==> src/rtl/mult_pkg.sv <==
// Shared types and sizing helpers for the dot-product accumulator.
// Optional saturation is selected in mult_dot_acc by MULT_DOT_ACC_SATURATE_EN.
package mult_pkg;

    typedef enum logic [1:0] {
        IDLE  = 2'd0,
        ACCUM = 2'd1,
        HOLD  = 2'd2
    } state_t;

    localparam int PROD_W_DEF = 8;

    // Widest sum of len products of prod_w bits fits in prod_w + clog2(len) bits.
    function automatic int acc_w_def(input int prod_w, input int len);
        return prod_w + $clog2(len);
    endfunction

endpackage

==> src/rtl/acc_add.sv <==
// ACC_W-bit unsigned parallel-prefix adder with carry-out (Kogge-Stone,
// grey cells where the lower group already reaches bit 0, black cells elsewhere).
module acc_add #(
    parameter int W = 10
) (
    input  logic [W-1:0] i_a,
    input  logic [W-1:0] i_b,
    output logic [W-1:0] o_sum,
    output logic         o_cout
);

    always_comb begin : p_prefix
        logic [W-1:0] w_p0;
        logic [W-1:0] w_g;
        logic [W-1:0] w_p;
        logic [W-1:0] w_g_n;
        logic [W-1:0] w_p_n;

        o_sum  = '0;
        o_cout = 1'b0;
        w_p0   = i_a ^ i_b;
        w_g    = i_a & i_b;
        w_p    = w_p0;
        w_g_n  = w_g;
        w_p_n  = w_p;
        for (int d = 1; d < W; d = d * 2) begin
            w_g_n = w_g;
            w_p_n = w_p;
            for (int i = 0; i < W; i++) begin
                if (i >= 2 * d) begin
                    w_g_n[i] = w_g[i] | (w_p[i] & w_g[i-d]);
                    w_p_n[i] = w_p[i] & w_p[i-d];
                end else if (i >= d) begin
                    w_g_n[i] = w_g[i] | (w_p[i] & w_g[i-d]);
                end
            end
            w_g = w_g_n;
            w_p = w_p_n;
        end
        // After the prefix tree w_g[i] is the carry out of bit i.
        o_sum[0] = w_p0[0];
        for (int i = 1; i < W; i++) begin
            o_sum[i] = w_p0[i] ^ w_g[i-1];
        end
        o_cout = w_g[W-1];
    end

endmodule

==> src/rtl/mult_dot_acc.sv <==
// Accumulates LEN unsigned products into one dot-product result behind a valid/ready port.
// Define MULT_DOT_ACC_SATURATE_EN to clamp on carry-out instead of wrapping.
//
// state | meaning
// IDLE  | waiting for the first beat of a new sum
// ACCUM | partial sum in progress, accepting beats
// HOLD  | result presented, input stalled until drained
module mult_dot_acc
    import mult_pkg::*;
#(
    parameter int PROD_W = PROD_W_DEF,
    parameter int LEN    = 4,
    parameter int ACC_W  = acc_w_def(PROD_W, LEN)
) (
    input  logic              clk,
    input  logic              rst_n,
    input  logic              flush,
    input  logic              prod_valid,
    output logic              prod_ready,
    input  logic [PROD_W-1:0] prod,
    output logic              res_valid,
    input  logic              res_ready,
    output logic [ACC_W-1:0]  res,
    output logic              res_ovf
);

    localparam int CNT_W = $clog2(LEN + 1);
    localparam logic [CNT_W-1:0] CNT_LAST = CNT_W'(LEN - 1);

    state_t             r_state;
    state_t             w_state_next;
    logic [ACC_W-1:0]   r_acc;
    logic [CNT_W-1:0]   r_cnt;
    logic               r_ovf;
    logic [ACC_W-1:0]   r_res;
    logic               r_res_ovf;
    logic [ACC_W-1:0]   w_prod_ext;
    logic [ACC_W-1:0]   w_sum;
    logic               w_cout;
    logic [ACC_W-1:0]   w_acc_upd;
    logic               w_ovf_upd;

    assign w_prod_ext = ACC_W'(prod);

    acc_add #(.W(ACC_W)) u_acc_add (
        .i_a    (r_acc),
        .i_b    (w_prod_ext),
        .o_sum  (w_sum),
        .o_cout (w_cout)
    );

`ifdef MULT_DOT_ACC_SATURATE_EN
    // Once clamped, any further non-zero beat carries out again, so it stays clamped.
    assign w_acc_upd = w_cout ? {ACC_W{1'b1}} : w_sum;
`else
    assign w_acc_upd = w_sum;
`endif
    assign w_ovf_upd = r_ovf | w_cout;

    always_ff @(posedge clk or negedge rst_n) begin
        if (!rst_n) begin
            r_state <= IDLE;
        end else begin
            r_state <= w_state_next;
        end
    end

    always_comb begin
        w_state_next = r_state;
        case (r_state)
            IDLE: begin
                if (!flush && prod_valid) begin
                    w_state_next = (LEN == 1) ? HOLD : ACCUM;
                end
            end
            ACCUM: begin
                if (flush) begin
                    w_state_next = IDLE;
                end else if (prod_valid && (r_cnt == CNT_LAST)) begin
                    w_state_next = HOLD;
                end
            end
            HOLD: begin
                if (res_ready) begin
                    w_state_next = IDLE;
                end
            end
            default: w_state_next = IDLE;
        endcase
    end

    always_comb begin
        prod_ready = 1'b0;
        res_valid  = 1'b0;
        case (r_state)
            IDLE:    prod_ready = 1'b1;
            ACCUM:   prod_ready = 1'b1;
            HOLD:    res_valid  = 1'b1;
            default: prod_ready = 1'b0;
        endcase
    end

    // The result register is loaded on the final beat so it is valid the cycle HOLD begins.
    always_ff @(posedge clk or negedge rst_n) begin
        if (!rst_n) begin
            r_acc     <= '0;
            r_cnt     <= '0;
            r_ovf     <= 1'b0;
            r_res     <= '0;
            r_res_ovf <= 1'b0;
        end else begin
            case (r_state)
                IDLE: begin
                    if (flush) begin
                        r_acc <= '0;
                        r_cnt <= '0;
                    end else if (prod_valid) begin
                        r_acc <= w_prod_ext;
                        r_cnt <= CNT_W'(1);
                        r_ovf <= 1'b0;
                        if (LEN == 1) begin
                            r_res     <= w_prod_ext;
                            r_res_ovf <= 1'b0;
                        end
                    end
                end
                ACCUM: begin
                    if (flush) begin
                        r_acc <= '0;
                        r_cnt <= '0;
                    end else if (prod_valid) begin
                        r_acc <= w_acc_upd;
                        r_cnt <= r_cnt + CNT_W'(1);
                        r_ovf <= w_ovf_upd;
                        if (r_cnt == CNT_LAST) begin
                            r_res     <= w_acc_upd;
                            r_res_ovf <= w_ovf_upd;
                        end
                    end
                end
                HOLD: begin
                    if (res_ready) begin
                        r_cnt <= '0;
                    end
                end
                default: begin
                    r_cnt <= '0;
                end
            endcase
        end
    end

    assign res     = r_res;
    assign res_ovf = r_res_ovf;

endmodule
==> config.mk <==
export PLATFORM = sky130hd
export DESIGN_NAME = mult_dot_acc
export DESIGN_NICKNAME = d
export VERILOG_FILES = /design/src/rtl/mult_pkg.sv /design/src/rtl/acc_add.sv /design/src/rtl/mult_dot_acc.sv
export SDC_FILE = /design/constraint.sdc
export NUM_CORES = 1
export LEC_CHECK = 0
export ABC_AREA = 1
export CAP_MARGIN = 0
export CELL_PAD_IN_SITES_DETAIL_PLACEMENT = 1
export CELL_PAD_IN_SITES_GLOBAL_PLACEMENT = 1
export CORE_AREA = 4 4 71 73
export DETAILED_ROUTE_END_ITERATION = 7
export DIE_AREA = 0 0 75 77
export MAX_ROUTING_LAYER = met4
export PLACE_DENSITY = 0.76
export REMOVE_ABC_BUFFERS = 1
export SETUP_SLACK_MARGIN = 0.4
export SLEW_MARGIN = 20
export SYNTH_ARGS = -nofsm -noshare
export SYNTH_HDL_FRONTEND = slang
export SYNTH_SLANG_ARGS = --single-unit
==> constraint.sdc <==
create_clock -name clk -period 2.3 [get_ports clk]
set_clock_uncertainty 0.15 [all_clocks]
set_input_delay 0.46 -clock clk [delete_from_list [all_inputs] [get_ports clk]]
set_output_delay 0.46 -clock clk [all_outputs]
set_load 0.01 [all_outputs]
# == Word level (Yosys, flattened, before mapping) ==
# Cells that the tools add are included.
# word_totals
word_cells,132
reg_bits,27
output_inout_bits,13
# op_classes
n_reduce_logical,11
add_sub_neg,1
eq_ne,12
bitwise,79
muxes,23
# ops
operator,n
1-bit bitwise AND,41
10-bit 2-to-1 mux,4
1-bit OR,26
10-bit one-hot mux with 2 select lines,1
3-bit 2-to-1 mux,5
"2-bit inequality test, second input constant",6
10-bit by 8-bit bitwise AND with 10-bit output,1
10-bit by 8-bit bitwise XOR with 10-bit output,1
"3-bit inequality test, second input constant",3
3-bit one-hot mux with 3 select lines,1
3-bit AND reduction,3
1-bit bitwise XOR,9
2-bit 2-to-1 mux,4
1-bit 2-to-1 mux,6
2-bit one-hot mux with 3 select lines,1
5-bit AND reduction,1
4-bit AND reduction,1
"3-bit by 1-bit adder with 3-bit output, second input constant",1
"3-bit by 2-bit == test with 1-bit output, second input constant",1
"2-bit by 1-bit == test with 1-bit output, second input constant",1
"2-bit == test, second input constant",1
1-bit logical AND,2
2-bit logical NOT,1
1-bit one-hot mux with 2 select lines,1
other kinds (4),4

# == Depth between registers and ports, before layout ==
# Gate-level depths: netlist of the first run.
# depth
ltp_word,12
depth_mapped,11
ltp_nobuf,11

# == Hierarchy ==
# A second synthesis of the first run with hierarchy kept.
# unflattened
hier_cells,242
hier_area_um2,1766.7
# modules_own_cells
module,area_each_um2,n_inst,cells_each
mult_dot_acc,1287.5,1,156
acc_add,479.2,1,86

# == Worst setup path after synthesis of the first run ==
# OpenSTA, ideal clock, no wires.
# synth_timing
path_kind,in2reg
startpoint,input prod[0]
endpoint,register r_res[8] (netlist: res[8])
path_stages,11
path_slack_ps,331
path_buffers,0
arrival_ps,1701
path_cell_list,ha_1 inv_1 fa_1 inv_1 nand2_1 o21ai_0 nand2_1 nand2_1 nand2_1 nand3_1 nand2_1
# synth_via
elab_chain_len,8
# synth_lines
item,line,source
start: declaration,mult_dot_acc.sv:20,"input logic [PROD_W-1:0] prod,"
10-bit by 8-bit bitwise AND with 10-bit output,acc_add.sv:22,w_g = i_a & i_b;
1-bit bitwise AND,acc_add.sv:34,w_g_n[i] = w_g[i] | (w_p[i] & w_g[i-d]);
1-bit OR,acc_add.sv:34,
1-bit bitwise AND,acc_add.sv:34,
1-bit OR,acc_add.sv:34,
1-bit bitwise AND,acc_add.sv:34,
1-bit OR,acc_add.sv:34,
1-bit bitwise XOR,acc_add.sv:43,o_sum[i] = w_p0[i] ^ w_g[i-1];
end signal: assignment,mult_dot_acc.sv:122,r_res <= w_prod_ext;
end signal: assignment,mult_dot_acc.sv:136,r_res <= w_acc_upd;
end: declaration,mult_dot_acc.sv:35,logic [ACC_W-1:0] r_res;
# Every way passes these cells.
# A chain may end at the register's enable or synchronous reset.

# == Worst setup path in the final report of the first run ==
# layout_timing
startpoint,register r_acc[0]
endpoint,register r_acc[6]
# layout_via
elab_chain_len,9
# layout_lines
item,line,source
start: declaration,mult_dot_acc.sv:32,logic [ACC_W-1:0] r_acc;
start signal: assignment,mult_dot_acc.sv:118,r_acc <= w_prod_ext;
start signal: assignment,mult_dot_acc.sv:132,r_acc <= w_acc_upd;
10-bit by 8-bit bitwise AND with 10-bit output,acc_add.sv:22,
1-bit bitwise AND,acc_add.sv:34,
1-bit OR,acc_add.sv:34,
1-bit bitwise AND,acc_add.sv:34,
1-bit OR,acc_add.sv:34,
1-bit bitwise XOR,acc_add.sv:43,
10-bit 2-to-1 mux,mult_dot_acc.sv:131,end else if (prod_valid) begin
10-bit 2-to-1 mux,mult_dot_acc.sv:128,if (flush) begin
10-bit one-hot mux with 2 select lines,mult_dot_acc.sv:112,case (r_state)
# Every way passes these cells. The select of a mux whose other input is x is not followed.

==> impl_metrics.toml, run 1 <==
[grt]
grt_max_degree = 28
grt_pass1_vias = 1872
grt_pass1_wl_um = 9120
antenna_found_initial = 0
grt-ovfl-total = 0
grt_usage_pct = 21.2

[placed_design]
dpl.hpwl_um = 3960
dp_cells = 319
io_buffer_count = 25
globalplace.congestion = 0.759

[floorplanning]
fp.dieW_um = 75
initial_core_util_pct = 38.6
boundaryPins = 26
die_h_um = 77
core_area_mm2 = 0.00435
rows = 24
fp.dieArea_mm2 = 0.00578

[critical_path]
crit_chain = "ha_2, inv_2, fa_2, inv_2, nand2_4, buf_6, nand2_2, nand3b_1, nand2_1, nand2_2, nand3_4, a21oi_2"
worst-setup-path-type = "reg2reg"
worstPathRequired_ps = 2320
crit_path_end_kind = "register"
cp-start-kind = "register"
crit_arrival_ps = 2000
reg2reg_from = "r_acc[0]"
slowest_stage = "dfrtp_1"
startpoint = "r_acc[0]"
worst-path-buf-inv = 3
path_delay_family = "adder cells"
critPathMaxFanout = 2
max_stage_delay_ps = 380

[timing]
tightest_slew_ps = 398
hold_viol = 0
slew_headroom_pct = 73.3
rsz0062_at_grt = "true"
setup_viol = 0
finalCritPeriodShare_pct = 85.9
finalCriticalPeriod_ps = 1980
drv_slew = 0
clock.fmax_mhz = 506

[routing]
viasPerCell = 5.23
drtIter0Drc = 35
drt_wl_total_um = 5560
vias = 1705
drt.antenna.violating_nets = 0
drc = 0
drtPass1Iterations = 4
wl_per_cell_um = 17.0

[final_layout]
area_delta_synth_final_pct = 41.6
diodes = 0
final_util_pct = 54.7
fillCellCount = 537
fin_cells = 326
finalNetCount = 299
drive_above_1_share_pct = 25.5

[status]
status = "complete, no violations"

[clocking]
insertion_delay_ps = 270
clk_pin_slew_worst_paths_ps = 100
clockBufferDepth = 2
cts_buffers = 3
cts_root_buffer = "clkbuf_8"
cts_sinks = 27
cts_tree = "done"
ctsHoldBuffers = 0
h-tree-depth = 1

[pwr]
cellPowerDensity_mw_per_mm2 = 579
peakVddDrop_mv = 0.346
p_leak_nw = 1.14

[yosys]
ys_async_sr_fraction_pct = 100
synthCells = 226
yosys.area.top_type = "dfrtp_1"
synth_edf_count = 0
ys_seq_elements = 27
yosysTopAreaCellShare_pct = 40.2
ys_warn_count = 0
synth_common_cells = "71 x nand2_1, 27 x dfrtp_1, 22 x inv_1"
synth.distinct_cells = 29
yosysMostFrequentCell = "nand2_1"
synth-seq-area-share_pct = 40.2
avgSynthCellArea_um2 = 7.44
synth_area_mm2 = 0.00168
synth_ff_type = "dfrtp_1"
synth_area_leaders = "dfrtp_1 40%, nand2_1 16%, ha_1 7.4%"

[job]
maxCapViolCount = 0

[hold_path]
min_path_type = "reg2reg"
min_from = "res_ovf"
-- sequential cells by signal, summed over array words and instances (netlist names) --
signal and flops:
res 10, r_cnt 3, res_ovf 1, r_ovf 1
r_state 2, r_acc 10
-- kinds of logic after synthesis --
logic type                 after synthesis  share of synthesized area (%)
and+or+nand+nor                        125                           32.8
AOI/OAI and AO/OA                       36                           11.8
buffers and inverters                   27                           6.62
DFF                                     27                           40.2
adders and majority gates               11                           8.63
-- final timing paths --
path,end,slack (ps),cells past startpoint
max,r_acc[6],320,12
min reg2reg,res_ovf,340,2
max reg2reg,r_acc[6],320,12
min in group asynchronous,res[0],400,2
min,res_ovf,340,2
max in group asynchronous,r_acc[7],1330,2
-- tightest hold or removal path, stage by stage, from the launching register on --
cell and delay, ps:
dfrtp_1 360, nand2_1 50, nand2_1 50
-- power breakdown --
group          total, mW  internal, mW  switching, mW
registers          0.554         0.516         0.0377
logic              0.543         0.253          0.291
clock network      0.280         0.124          0.156
-- cell usage in the layout, fill, tap and decap left out, types with 2 or more instances in the layout --
cell | synthesis | routed
ha_1 | 10 | 2
nor2_1 | 20 | 20
nor3_1 | 2 | 2
clkbuf_8 | 0 | 3
o21ai_2 | 1 | 2
o21ai_1 | 5 | 5
a21oi_1 | 17 | 11
nand2_1 | 71 | 63
o21ai_0 | 8 | 6
clkdlybuf4s50_1 | 0 | 14
nand3_1 | 18 | 12
or2_2 | 3 | 2
nand2_4 | 1 | 2
ha_4 | 0 | 7
nand2_2 | 2 | 9
buf_4 | 0 | 19
nand3_4 | 0 | 2
dfrtp_1 | 27 | 27
inv_2 | 2 | 5
nand3_2 | 0 | 4
a21oi_2 | 0 | 6
nand3b_1 | 3 | 3
inv_1 | 22 | 19
nand4_1 | 2 | 2
dlygate4sd2_1 | 0 | 9
-- area by class of cell --
cell class | count | area (µm²) | area share (%)
Inverter | 26 | 100 | 4.20
Tap cell | 52 | 65.1 | 2.73
Sequential cell | 27 | 676 | 28.4
Clock buffer | 4 | 45.0 | 1.89
Timing Repair Buffer | 45 | 395 | 16.6
Multi-Input combinational cell | 172 | 1100 | 46.2
-- through the flow --
step           hold slack [ps]  instance area (µm²)  worst slack (ps)  TNS [ps]  power (mW)
3_3_place_gp               316                 2110              -261     -1520       0.963
2_1_floorplan             14.4                 1670               331         0       0.790
4_1_cts                    347                 2280               369         0        1.32
3_5_place_dp               321                 2110              -368     -2320       0.979
5_1_grt                    370                 2380               263         0        1.48
6_report                   339                 2380               324         0        1.38
-- routing by layer --
metal  track usage (%)  routed length [µm]  share of wire [%]  up-vias
met2              36.0                2900                 52       17
met3              2.48                 106                1.9        6
met4              5.52                  49               0.88        0
met1              26.2                2490                 45      847
li1                  -                   -                  -      835
met5                 -                   0                  0        -
-- timing repair --
| action | 4_1_cts | 5_1_grt |
|---|---|---|
| cloned | 0 | 0 |
| pin swaps | 6 | 8 |
| setup endpoints to repair | 21 | 15 |
| gates resized for setup | 34 | 22 |
| hold endpoints to repair | 0 | 0 |
| buffers inserted | 2 | 1 |
Note: power is estimated with default switching activity, not from simulation.
==> run 2, diff against run 1 <==
--- a/config.mk
+++ b/config.mk
@@ -9,13 +9,14 @@
 export CAP_MARGIN = 0
 export CELL_PAD_IN_SITES_DETAIL_PLACEMENT = 1
 export CELL_PAD_IN_SITES_GLOBAL_PLACEMENT = 1
-export CORE_AREA = 4 4 71 73
+export CORE_AREA = 2 2 69 71
 export DETAILED_ROUTE_END_ITERATION = 7
-export DIE_AREA = 0 0 75 77
+export DIE_AREA = 0 0 71 73
 export MAX_ROUTING_LAYER = met4
 export PLACE_DENSITY = 0.76
 export REMOVE_ABC_BUFFERS = 1
 export SETUP_SLACK_MARGIN = 0.4
+export SKIP_LAST_GASP = 1
 export SLEW_MARGIN = 20
 export SYNTH_ARGS = -nofsm -noshare
 export SYNTH_HDL_FRONTEND = slang
==> run 2 against run 1 <==
  * Sequential share of layout area unchanged
  * Final area unchanged
  * Setup slack improved by 55 ps
  * Global-route usage increased by 0.23 points
  * Sequential power decreased by 0.7%
  * Critical endpoint unchanged
  * Largest power group unchanged
==> impl_metrics.toml, run 2 (synthesis results as in run 1) <==
[status]
status = "complete, no violations"

[clocking]
h-tree-depth = 1
cts_sinks = 27
cts_tree = "done"
cts_root_buffer = "clkbuf_8"
insertion_delay_ps = 280
clockBufferDepth = 2
clk_pin_slew_worst_paths_ps = 90
ctsHoldBuffers = 0
cts_buffers = 3

[critical_path]
crit_chain = "clkdlybuf4s15_2, ha_2, inv_2, fa_2, inv_2, nand2_4, buf_6, nand2_2, nand3b_1, nand3_1, nand3_2, a21oi_2"
crit_path_end_kind = "register"
critPathMaxFanout = 2
crit_arrival_ps = 1980
worst-path-buf-inv = 4
path_delay_family = "adder cells"
worstPathRequired_ps = 2360
cp-start-kind = "input port"
slowest_stage = "fa_2"
max_stage_delay_ps = 360
cp_common_cell = "inv_2"
worst-setup-path-type = "in2reg"

[floorplanning]
boundaryPins = 26
fp.dieW_um = 71
initial_core_util_pct = 37.1
fp.dieArea_mm2 = 0.00518
die_h_um = 73
rows = 25
core_area_mm2 = 0.00454

[final_layout]
finalNetCount = 302
seq_area_um2 = 676
drive_above_1_share_pct = 24.9
fin_cells = 331
layout_common_cells = "69 x nand2_1, 27 x dfrtp_1, 22 x buf_4"
final_common_cell = "nand2_1"
multi_input_area_mm2 = 0.00106
fillCellCount = 558
area_delta_synth_final_pct = 41.6
stdcell_area_mm2 = 0.00238
final_util_pct = 52.5
diodes = 0

[job]
maxCapViolCount = 0

[pwr]
p_leak_nw = 1.16
combPwrFrac_pct = 38.8
cellPowerDensity_mw_per_mm2 = 569
p_switching_mw = 0.462
switching_share_pct = 34.1
power_frac_clock_pct = 20.5
peakVddDrop_mv = 0.340
internal_power_mw = 0.892
seqPwrFrac_pct = 40.6

[placed_design]
dp_cells = 321
dpl.hpwl_um = 3690
placed_area_mm2 = 0.00212
globalplace.congestion = 0.802
pre_cts_slack_ps = -336
io_buffer_count = 25

[grt]
top_usage_layer = "met2"
grt_pass1_vias = 1782
grt-ovfl-total = 0
grt_usage_pct = 21.4
grt_pass1_wl_um = 8360
grt_util_met3_pct = 2.49
grt_max_degree = 28
use_met1_pct = 27.9
grt_use_met2_pct = 35.7
antenna_found_initial = 0

[timing]
finalCriticalPeriod_ps = 1920
slew_headroom_pct = 73.6
finalSetupTns_ps = 0
hold_viol = 0
clock.fmax_mhz = 520
setup_ws_ps = 379
rsz0062_at_grt = "true"
setup_viol = 0
drv_slew = 0
finalCritPeriodShare_pct = 83.5
tightest_slew_ps = 393

[routing]
viasPerCell = 5.10
drt.antenna.violating_nets = 0
vias = 1689
drtIter0Drc = 38
drt_wl_total_um = 5170
drtPass1Iterations = 4
drc = 0
wl_per_cell_um = 15.6

[hold_path]
min_path_type = "reg2reg"
run 2: changes by cell type in the layout (fill, tap and decap cells not counted), sizes merged:
| cell | previous run | this run |
|---|---|---|
| dlymetal6s2s | 1 | 3 |
| clkinvlp | 0 | 1 |
| dlygate4sd2 | 9 | 7 |
| clkinv | 1 | 0 |
| buf | 20 | 23 |
run 2: layer usage:
layer | routed length, µm | part of all wire [%]
met2 | 2520 | 49
met3 | 112 | 2.2
met4 | 44 | 0.85
met1 | 2490 | 48
met5 | 0 | 0
run 2: path summary, 6_finish.rpt:
path	from	slack (ps)	end	cells past startpoint
min in group asynchronous	rst_n	400	res[1]	2
setup / recovery	prod[0]	380	r_acc[6]	12
setup reg to reg	r_acc[0]	380	r_acc[6]	11
hold / removal	res[9]	340	res[9]	2
max in group asynchronous	rst_n	1340	r_acc[4]	2
hold reg to reg	res[9]	340	res[9]	2
run 2: through the flow:
stage,hold slack [ps],power (mW)
after floorplan,14.4,0.790
after detailed placement,317,0.977
after global placement,316,0.969
after global routing,364,1.44
after CTS,342,1.32
final,338,1.35
run 2: power by group through the flow:
| stage | Combinational, mW | Clock (mW) | Sequential [mW] |
|---|---|---|---|
| CTS | 0.483 | 0.287 | 0.548 |
| finish | 0.525 | 0.278 | 0.550 |
| global placement | 0.416 | 0 | 0.552 |
| global route | 0.583 | 0.301 | 0.555 |
| detailed placement | 0.424 | 0 | 0.553 |
| floorplan | 0.234 | 0 | 0.555 |
run 2: tightest hold or removal path, stage by stage (launching register included):
cell,delay [ps]
dfrtp_1,350
nand2_1,50
nand2_1,60
run 2: area by class of cell:
| class | count | area share, % |
|---|---|---|
| sequential | 27 | 28.4 |
| timing repair buffer | 48 | 17.9 |
| tap | 54 | 2.84 |
| inverter | 26 | 4.36 |
| clock buffer | 4 | 1.89 |
| multi-input combinational | 172 | 44.6 |
run 2: what timing repair did:
action                                  in CTS  in global routing
endpoints found under the setup margin      22                 21
setup buffers                                4                  2
resized for setup                           32                 17
pin swaps                                    6                 12
cloned                                       0                  0
==> run 3, diff against run 2 <==
--- a/config.mk
+++ b/config.mk
@@ -9,11 +9,11 @@
 export CAP_MARGIN = 0
 export CELL_PAD_IN_SITES_DETAIL_PLACEMENT = 1
 export CELL_PAD_IN_SITES_GLOBAL_PLACEMENT = 1
-export CORE_AREA = 2 2 69 71
+export CORE_AREA = 2 2 73 75
 export DETAILED_ROUTE_END_ITERATION = 7
-export DIE_AREA = 0 0 71 73
+export DIE_AREA = 0 0 75 77
 export MAX_ROUTING_LAYER = met4
-export PLACE_DENSITY = 0.76
+export PLACE_DENSITY = 0.71
 export REMOVE_ABC_BUFFERS = 1
 export SETUP_SLACK_MARGIN = 0.4
 export SKIP_LAST_GASP = 1
==> constraint.sdc (replaced) <==
create_clock -name clk -period 1.7 [get_ports clk]
set_clock_uncertainty 0.15 [all_clocks]
set_input_delay 0.34 -clock clk [delete_from_list [all_inputs] [get_ports clk]]
set_output_delay 0.34 -clock clk [all_outputs]
set_load 0.01 [all_outputs]
==> run 3 against run 2 <==
  * The flow now finishes with violations (setup timing)
  * Non-clock buffer count rose by 52
  * Register-to-register slack lost 930 ps
  * Total power increased by 69%
  * Via count increased by 26%
  * Sequential share of layout area fell by 6.8 points
  * Hold slack got worse by 25 ps
  * Sequential power is 37% higher
  * Utilization up 10 points
  * Largest power group is now combinational cells
==> impl_metrics.toml, run 3 (synthesis results as in run 1) <==
[floorplanning]
fp.dieW_um = 75
boundaryPins = 26
fp.dieArea_mm2 = 0.00578
die_h_um = 77
initial_core_util_pct = 33.8
core_area_mm2 = 0.00498
rows = 26

[grt]
grt-ovfl-total = 0
grt_usage_pct = 26.5
antenna_found_initial = 0
grt_pass1_wl_um = 11200
grt_pass1_vias = 2185
grt_max_degree = 28

[pwr]
cellPowerDensity_mw_per_mm2 = 732
switching_share_pct = 38.4
peakVddDrop_mv = 0.733
combPwrFrac_pct = 50.2
seqPwrFrac_pct = 32.9
internal_power_mw = 1.41
power_frac_clock_pct = 16.9
p_leak_nw = 1.54
p_switching_mw = 0.881

[routing]
drt_wl_total_um = 8870
drt.antenna.violating_nets = 0
wl_per_cell_um = 22.2
drtPass1Iterations = 4
viasPerCell = 5.34
vias = 2136
drtIter0Drc = 134
drc = 0

[timing]
tightest_slew_ps = 372
clock.fmax_mhz = 443
hold_viol = 0
rsz0062_at_grt = "true"
drv_slew = 0
slew_headroom_pct = 75.2
finalCriticalPeriod_ps = 2260
finalCritPeriodShare_pct = 133
setup_viol = 19
setup_ws_ps = -556
finalSetupTns_ps = -5530

[critical_path]
worst-setup-path-type = "reg2reg"
max_stage_delay_ps = 420
critPathMaxFanout = 2
cp-endpoint = "r_acc[6]"
reg2reg_from = "r_acc[0]"
crit_path_end_kind = "register"
crit_chain = "ha_2, inv_2, fa_2, inv_2, nand2_4, buf_6, nand2_2, nand3b_1, nand2_1, nand2_1, nand3_2, a21oi_2"
startpoint = "r_acc[0]"
worstPathRequired_ps = 1730
cp-start-kind = "register"
crit_arrival_ps = 2290
reg2regPathDepth = 12
r2r_slack_ps = -560
slowest_stage = "dfrtp_1"
rr_endpoint = "r_acc[6]"

[final_layout]
area_delta_synth_final_pct = 86.2
final_util_pct = 62.9
layout_common_cells = "54 x buf_4, 48 x nand2_1, 27 x dfrtp_1"
seq_area_um2 = 676
fin_cells = 400
diodes = 0
finalNetCount = 355
drive_above_1_share_pct = 56.4
multi_input_area_mm2 = 0.00136
final_common_cell = "buf_4"
fillCellCount = 564

[status]
status = "finished, violations left"
violations = "setup timing"

[hold_path]
min_path_type = "in2async"

[clocking]
clk_pin_slew_worst_paths_ps = 100
cts_tree = "done"
cts_sinks = 27
clockBufferDepth = 2
h-tree-depth = 1
insertion_delay_ps = 290
cts_root_buffer = "clkbuf_8"
cts_buffers = 3

[placed_design]
dp_cells = 360
pre_cts_slack_ps = -824
globalplace.congestion = 0.801
io_buffer_count = 25
dpl.hpwl_um = 3970

[job]
maxCapViolCount = 0
run 3: cell count changes in the layout (fill, tap and decap cells not counted), moves of 8 or more:
cell             delta
clkdlybuf4s50_1    -12
buf_6              +20
nand2_2            +14
buf_4              +32
buf_2              +11
nand3_1             -8
nand2_1            -21
run 3: worst max-delay path, delay by kind of cell, from the launching register on:
kind | cells | cell delay, ps
adders and majority gates | 2 | 590
AOI/OAI and AO/OA | 1 | 70
buffers and inverters | 3 | 270
DFF | 1 | 420
and+or+nand+nor | 6 | 650
run 3: final cells by class:
class	instances	area share (%)
flip-flops and latches	27	21.6
clock buffers	3	1.32
repair buffers	100	27.0
inverters	26	3.40
repair inverters	1	0.200
multi-input cells	172	43.6
well taps	70	2.80
clock inverters	1	0.160
run 3: worst min-delay path by stage:
stage | from | endpoint | slack (ps) | cells after the start
final | rst_n | r_acc[4] | 310 | 2
after global placement | res_ovf | res_ovf | 320 | 2
after floorplan | rst_n | r_acc[0] | -110 | 0
after global routing | rst_n | r_acc[6] | 350 | 2
after CTS | rst_n | res[0] | 300 | 2
after detailed placement | res_ovf | res_ovf | 320 | 2
run 3: power by group through the flow:
stage,registers [mW],logic [mW],clock network [mW]
floorplan,0.751,0.317,0
global placement,0.744,0.658,0
detailed placement,0.746,0.670,0
CTS,0.741,0.898,0.384
global route,0.756,1.21,0.416
finish,0.754,1.15,0.387
run 3: timing repair:
action / 4_1_cts / 5_1_grt
gates resized for setup: 154 / 48
buffers inserted: 17 / 17
endpoints found under the setup margin: 40 / 40
gates cloned: 2 / 0
pin swaps: 41 / 24
hold buffers: 0 / 0
run 3: routing by layer:
layer | global-route usage [%] | vias to the layer above | routed length, µm
met3 | 3.29 | 43 | 415
met1 | 33.1 | 1045 | 3520
met5 | - | - | 0
met2 | 44.4 | 103 | 4410
met4 | 7.68 | 0 | 515
li1 | - | 945 | -
run 3: per-stage QoR:
step                      hold slack, ps  instance area, µm²  power [mW]
after floorplan                     -106                1670        1.07
after global placement               318                2320        1.40
after detailed placement             323                2320        1.42
after CTS                            297                2810        2.02
after global routing                 353                3130        2.39
final                                313                3130        2.29
